<file path="config.mk">
export PLATFORM = sky130hd
export DESIGN_NAME = mcu_spi_arbiter
export DESIGN_NICKNAME = d
export VERILOG_FILES = /design/src/rtl/mcu_spi_arbiter.sv
export SDC_FILE = /design/constraint.sdc
export NUM_CORES = 1
export LEC_CHECK = 0
export CAP_MARGIN = 20
export CORE_ASPECT_RATIO = 1.25
export CORE_MARGIN = 2
export CORE_UTILIZATION = 40
export CTS_CLUSTER_DIAMETER = 80
export CTS_CLUSTER_SIZE = 28
export DETAILED_ROUTE_END_ITERATION = 8
export GPL_TIMING_DRIVEN = 1
export SLEW_MARGIN = 15
export SYNTH_ARGS = -nofsm -noshare
export SYNTH_HDL_FRONTEND = slang
export SYNTH_SLANG_ARGS = --single-unit
</file>
<file path="constraint.sdc">
create_clock -name SClk -period 2.64 [get_ports SClk]
set_input_delay 0.396 -clock SClk [delete_from_list [all_inputs] [get_ports SClk]]
set_output_delay 0.396 -clock SClk [all_outputs]
set_load 0.1 [all_outputs]
</file>
<file path="src/rtl/mcu_spi_arbiter.sv">
// mcu_spi_arbiter
// Shares the single cartridge-to-MCU SPI link between two SPI engines.
// Port 0 is the RTC command engine and port 1 is the generic MCU command engine.
// The link is granted to one owner per transaction. Simultaneous requests are
// resolved round-robin. A chip-select-high gap is enforced between transactions.
// A hold watchdog revokes an owner that keeps the link too long.
//
// Ports (all logic in the SClk domain, rising edge):
//   SClk, nReset                 clock, asynchronous active-low reset
//   ReqN, nSelN, DoN,            per-engine request level, chip select,
//   ClkRunN, ClkStretchN         MOSI, clock enable and clock stretch
//   Gnt0, Gnt1, Owner            registered grant status (Owner: 01 / 10 / 00)
//   nMCUSel, SPIDo,              link outputs, muxed combinationally from the
//   SPIClkRunning, SPIClkStretch current owner; idle values otherwise
//   Timeout, TimeoutClr          sticky watchdog flag and its single-cycle clear
//   DbgState                     current arbiter state (IDLE/GRANT0/GRANT1/GAP)
//
// Handshake: an engine raises Req and holds it until it has raised nSel again.
// It lowers nSel only after its Gnt is high. The grant ends on the first edge
// that sees the owner's nSel high, provided the owner has either lowered nSel
// during this grant or has already dropped Req.
module mcu_spi_arbiter #(
  parameter int GAP_CYCLES = 2,
  parameter int MAX_HOLD   = 4096,
  parameter int HOLD_W     = 13
) (
  input  logic       SClk,
  input  logic       nReset,
  input  logic       Req0,
  input  logic       nSel0,
  input  logic       Do0,
  input  logic       ClkRun0,
  input  logic       ClkStretch0,
  output logic       Gnt0,
  input  logic       Req1,
  input  logic       nSel1,
  input  logic       Do1,
  input  logic       ClkRun1,
  input  logic       ClkStretch1,
  output logic       Gnt1,
  output logic       nMCUSel,
  output logic       SPIDo,
  output logic       SPIClkRunning,
  output logic       SPIClkStretch,
  output logic [1:0] Owner,
  output logic       Timeout,
  input  logic       TimeoutClr,
  output logic [1:0] DbgState
);

  typedef enum logic [1:0] {
    IDLE   = 2'd0,
    GRANT0 = 2'd1,
    GRANT1 = 2'd2,
    GAP    = 2'd3
  } state_e;

  localparam bit              WD_EN      = (MAX_HOLD != 0);
  localparam logic [HOLD_W-1:0] HOLD_LAST = HOLD_W'(WD_EN ? MAX_HOLD - 1 : 0);
  localparam logic [3:0]      GAP_LAST   = 4'(GAP_CYCLES - 1);

  state_e              state_q;
  logic                last_owner_q;
  logic                cs_seen_q;
  logic                gnt0_q;
  logic                gnt1_q;
  logic [1:0]          owner_q;
  logic [HOLD_W-1:0]   hold_q;
  logic [3:0]          gap_q;
  logic                timeout_q;

  logic in_grant;
  logic own_req;
  logic own_nsel;
  logic normal_rel;
  logic wd_fire;
  logic timeout_set;

  // Owner-side signals used by the release and watchdog logic.
  always_comb begin
    in_grant = (state_q == GRANT0) || (state_q == GRANT1);
    own_req  = (state_q == GRANT1) ? Req1  : Req0;
    own_nsel = (state_q == GRANT1) ? nSel1 : nSel0;
    // Dropping Req before ever asserting nSel is treated as an abandoned
    // grant and releases as soon as nSel is seen high.
    normal_rel  = in_grant && own_nsel && (cs_seen_q || !own_req);
    wd_fire     = in_grant && WD_EN && (hold_q == HOLD_LAST);
    // A normal release wins over a watchdog firing in the same cycle.
    timeout_set = wd_fire && !normal_rel;
  end

  always_ff @(posedge SClk or negedge nReset) begin
    if (!nReset) begin
      state_q      <= IDLE;
      last_owner_q <= 1'b1;
      cs_seen_q    <= 1'b0;
      gnt0_q       <= 1'b0;
      gnt1_q       <= 1'b0;
      owner_q      <= 2'b00;
      hold_q       <= '0;
      gap_q        <= '0;
      timeout_q    <= 1'b0;
    end else begin
      case (state_q)
        IDLE: begin
          // Port 0 wins alone, or on a tie when port 1 was served last.
          if (Req0 && (!Req1 || last_owner_q)) begin
            state_q   <= GRANT0;
            gnt0_q    <= 1'b1;
            owner_q   <= 2'b01;
            cs_seen_q <= 1'b0;
            hold_q    <= '0;
          end else if (Req1) begin
            state_q   <= GRANT1;
            gnt1_q    <= 1'b1;
            owner_q   <= 2'b10;
            cs_seen_q <= 1'b0;
            hold_q    <= '0;
          end
        end
        GRANT0, GRANT1: begin
          if (normal_rel || wd_fire) begin
            state_q      <= GAP;
            gnt0_q       <= 1'b0;
            gnt1_q       <= 1'b0;
            owner_q      <= 2'b00;
            gap_q        <= '0;
            last_owner_q <= (state_q == GRANT1);
          end else begin
            cs_seen_q <= cs_seen_q || !own_nsel;
            hold_q    <= hold_q + HOLD_W'(1);
          end
        end
        GAP: begin
          if (gap_q == GAP_LAST) begin
            state_q <= IDLE;
          end else begin
            gap_q <= gap_q + 4'd1;
          end
        end
        default: state_q <= IDLE;
      endcase

      if (timeout_set) begin
        timeout_q <= 1'b1;
      end else if (TimeoutClr) begin
        timeout_q <= 1'b0;
      end
    end
  end

  // Link mux. This is the only combinational input-to-output path.
  // Outside a grant the link rests at its idle values.
  always_comb begin
    nMCUSel       = 1'b1;
    SPIDo         = 1'b1;
    SPIClkRunning = 1'b0;
    SPIClkStretch = 1'b0;
    if (state_q == GRANT0) begin
      nMCUSel       = nSel0;
      SPIDo         = Do0;
      SPIClkRunning = ClkRun0;
      SPIClkStretch = ClkStretch0;
    end else if (state_q == GRANT1) begin
      nMCUSel       = nSel1;
      SPIDo         = Do1;
      SPIClkRunning = ClkRun1;
      SPIClkStretch = ClkStretch1;
    end
  end

  assign Gnt0     = gnt0_q;
  assign Gnt1     = gnt1_q;
  assign Owner    = owner_q;
  assign Timeout  = timeout_q;
  assign DbgState = state_q;

endmodule
</file>
==> results list, run 1 <==
- Run status: finished clean
- At the worst endpoint, the arrival time is 2.47 ns.
- Wire length of the first global-routing pass: 6.50 mm
* Maximum achievable frequency: 439 MHz
- Die extent in x: 61.7 µm
- Category of the worst setup path capture point: flip-flop
- Area used by multi-input combinational logic: 957 µm²
- After the first detailed-routing iteration, the DRC count stood at 73.
- Count of final hold-check violations: 0
* Antenna violations before repair: 0
- The number of global-route vias before repair is 1436.
- Number of placed cells counting well taps: 269
- DR vias/cell: 5.42
* Yosys synthesis warning count: 0
- At the end of the flow the core is filled with cells to 50.0%.
- Setup violations remaining at the end of the flow were counted as 0.
- Pin placement for this block handled 24 I/O pins.
- Hold Crit Class: in2async
- 0 antenna diodes ended up in the layout.
- STA classifies the critical path startpoint as a flip-flop.
- Cell Count, Final, Fillers Out: 273
- At the worst endpoint, the required time is 2.83 ns.
- Sequential element share of the synthesized area: 39.1%
- Total Routed Length: 3.86 mm
- Clock network latency to the later pin of the worst-skew pair: 0.27 ns
- Maximum fanout count along the critical path: 9
- Clock-pin slew on the worst setup and hold paths: 0.09 ns
- Routability-driven placement finished with a final weighted congestion of 0.827.
- The tool flagged a number of max-cap violations equal to 0.
- Of the total synthesized cell area, the portion taken by full adders, half adders and majority gates is 6.01%.
- In the final timing run, aggregate negative setup slack is 0 ns.
- Final non-filler cell area: 2020 µm²
* R2R Path End: hold_q[10]
* Height of the die: 76.2 µm
* Simple-gate share of the synthesized area: 21.5%
* Final global-route overflow total: 0
* Placeable Area: 4030 µm²
- Before antenna repair, the detailed router went through 4 iterations.
- Number of placement rows: 26
- Netlist area before placement: 1670 µm²
- The placed instances occupy a cell area of 1970 µm².
- Multiplexer cells account for 3.15% of the synthesized area.
* Number of buffers inserted by port buffering: 23
* Clock tree from TritonCTS: yes
* Fraction of synthesized cell area in xor and xnor cells: 0%
- Once detail routing completed, the nets flagged for antenna violations numbered 0.
* Die area: 4700 µm²
- Aggregate global-route resource usage: 17.7%
* Wire per inst: 14.1 µm
- Once the floorplan was initialized, standard cells occupied 41.3% of the core.
- Number of H-tree levels: 1
- Post-layout minimum cycle time: 2.28 ns
- Layout overhead on the synthesized area: 20.9%
- Post-synth EDFFs: 0
- Final Skew: 0.00149 ns
- The setup path with the least slack is of type reg2reg.
* Largest net degree at the start of global routing: 27
- Synthesis produced a netlist whose cell count is 191.
* Net count of the mapped netlist: 212
- Layout Nets: 239
- Summing all flip-flop and latch instances after layout gives 654 µm².
* Root buffer cell: sky130_fd_sc_hd__clkbuf_8
* Number of synthesized register bits: 26
- After detailed routing, the number of remaining DRC violations is 0.
- Max transition margin: 65.1%
* Leak pwr: 0.892 nW
- The worst register-to-register path has a depth of 8.
- After layout, the worst path uses 86.4% of the clock period.
- Detailed placer's ending HPWL: 2.81 mm
- Worst vdd ir: 0.340 mV
- The clock passes through at most 2 buffers.
- In this run, distinct cell masters in the synthesized netlist total 46.
- Setup slack on the worst flop-to-flop path: 0.36 ns
* Number of sinks handled by clock tree synthesis: 26
- Vias after detailed routing: 1479
- Counting the fill cells in the layout gives 402.
- Async S/R FF share, synth: 100%
- The final count of pins violating max slew was 0.
- After synthesis, the largest family of logic cells by area is compound AO/OA/AOI/OAI gates.
- After synthesis, the mean cell area works out to 8.73 µm².
- Setup repair after global routing left no endpoint under its margin.
- In this run the power density over the cells is 1280 nW/µm².
- The most used flip-flop cell after synthesis is sky130_fd_sc_hd__dfrtp_1.
- Pin slew with the least headroom to its limit: 0.522 ns
* Cts hold-fix bufs: 0
* Share of cells above drive strength 1: 17.5%
- Synthesized-area fraction occupied by ao, oa, aoi and oai cells: 25.5%
* Most common cell after layout, fill and taps aside: sky130_fd_sc_hd__nand2_1
* Beginning of the critical path: DbgState[0]
- CTS Buf Count: 3
- Commonest non-fill, non-tap cells in the layout: sky130_fd_sc_hd__nand2_1, sky130_fd_sc_hd__dfrtp_1, sky130_fd_sc_hd__buf_4
* Crit Reg-Reg Startpoint: DbgState[0]
cell usage after synthesis (2+ instances only):
cell type,number,area [µm²]
sky130_fd_sc_hd__nand3b_1,2,15.0
sky130_fd_sc_hd__mux2i_1,3,30.0
sky130_fd_sc_hd__a41oi_1,2,17.5
sky130_fd_sc_hd__a21boi_0,2,15.0
sky130_fd_sc_hd__dfrtp_1,25,626
sky130_fd_sc_hd__a22oi_1,2,15.0
sky130_fd_sc_hd__o21ai_0,18,90.1
sky130_fd_sc_hd__a21o_1,3,22.5
sky130_fd_sc_hd__nand3_1,9,45.0
sky130_fd_sc_hd__nand2b_1,5,31.3
sky130_fd_sc_hd__a21oi_1,10,50.1
sky130_fd_sc_hd__nand2_1,24,90.1
sky130_fd_sc_hd__a31oi_1,12,75.1
sky130_fd_sc_hd__buf_2,2,10.0
sky130_fd_sc_hd__a211o_1,2,17.5
sky130_fd_sc_hd__nor3b_1,3,22.5
sky130_fd_sc_hd__clkbuf_1,4,15.0
sky130_fd_sc_hd__nor3_1,3,15.0
sky130_fd_sc_hd__nor2_1,13,48.8
sky130_fd_sc_hd__inv_1,11,41.3
sky130_fd_sc_hd__o31ai_1,2,15.0
sky130_fd_sc_hd__and3_1,3,18.8
sky130_fd_sc_hd__ha_1,8,100
worst max-delay path by stage:
stage	endpoint
floorplan	SPIDo
global placement	hold_q[12]
detailed placement	hold_q[12]
CTS	hold_q[12]
global route	hold_q[10]
finish	hold_q[10]
stage by stage:
stage                     total power, mW  setup slack, ns  hold slack (ns)
after CTS                            2.59            0.220            0.492
after floorplan                      1.93           0.0859            0.100
after detailed placement             2.35            0.189            0.479
after global placement               2.32            0.242            0.466
final                                2.58            0.360            0.484
after global routing                 2.80            0.149            0.523
worst max-delay path, cell delays in order, from the launching register on:
cell and delay, ns:
sky130_fd_sc_hd__dfrtp_2 0.43, sky130_fd_sc_hd__inv_1 0.13, sky130_fd_sc_hd__ha_1 0.23, sky130_fd_sc_hd__mux2_1 0.36
sky130_fd_sc_hd__o211a_2 0.18, sky130_fd_sc_hd__a21oi_4 0.30, sky130_fd_sc_hd__buf_4 0.24, sky130_fd_sc_hd__nand2_1 0.09
sky130_fd_sc_hd__o31ai_1 0.23
final cells by class:
type                    count  share of cell area (%)
clock buffers               4                    2.23
inverters                  11                    2.05
multi-input cells         147                    47.5
flip-flops and latches     26                    32.5
well taps                  56                    3.48
repair buffers             29                    12.3
timing repair:
item / 4_1_cts / 5_1_grt
setup buffers: 0 / 0
gates resized for setup: 0 / 1
endpoints found under the setup margin: 0 / 3
power by group:
group / switching, mW / internal (mW) / leakage [nW]
Combinational: 1.22 / 0.531 / 0.533
Sequential: 0.0990 / 0.500 / 0.336
Clock: 0.125 / 0.108 / 0.0228
cell families after synthesis:
kind of cell               Yosys count
and+or+nand+nor                     70
AOI/OAI and AO/OA                   64
DFF                                 26
buffers and inverters               18
adders and majority gates            8
muxes                                5
routing by layer:
metal / track usage [%] / up-vias / wire [µm]
met5: 0 / - / 0
met3: 2.04 / 5 / 145
met1: 23.3 / 693 / 1760
met2: 29.6 / 33 / 1910
li1: - / 748 / -
met4: 5.11 / 0 / 50
flip-flops by register name, summed over array words and instances, names as in the netlist:
register and cells:
DbgState 2, gap_q 4, Gnt0 1, Timeout 1, Owner 2, hold_q 13, cs_seen_q 1, last_owner_q 1
Gnt1 1
Note: power is estimated with default switching activity, not from simulation.
==> run 2: changes to the inputs <==
--- a/config.mk
+++ b/config.mk
@@ -5,7 +5,6 @@
 export SDC_FILE = /design/constraint.sdc
 export NUM_CORES = 1
 export LEC_CHECK = 0
-export CAP_MARGIN = 20
 export CORE_ASPECT_RATIO = 1.25
 export CORE_MARGIN = 2
 export CORE_UTILIZATION = 40
==> results of run 2 <==
Same layout as run 1: the final DEF is identical, and so are final timing and power.
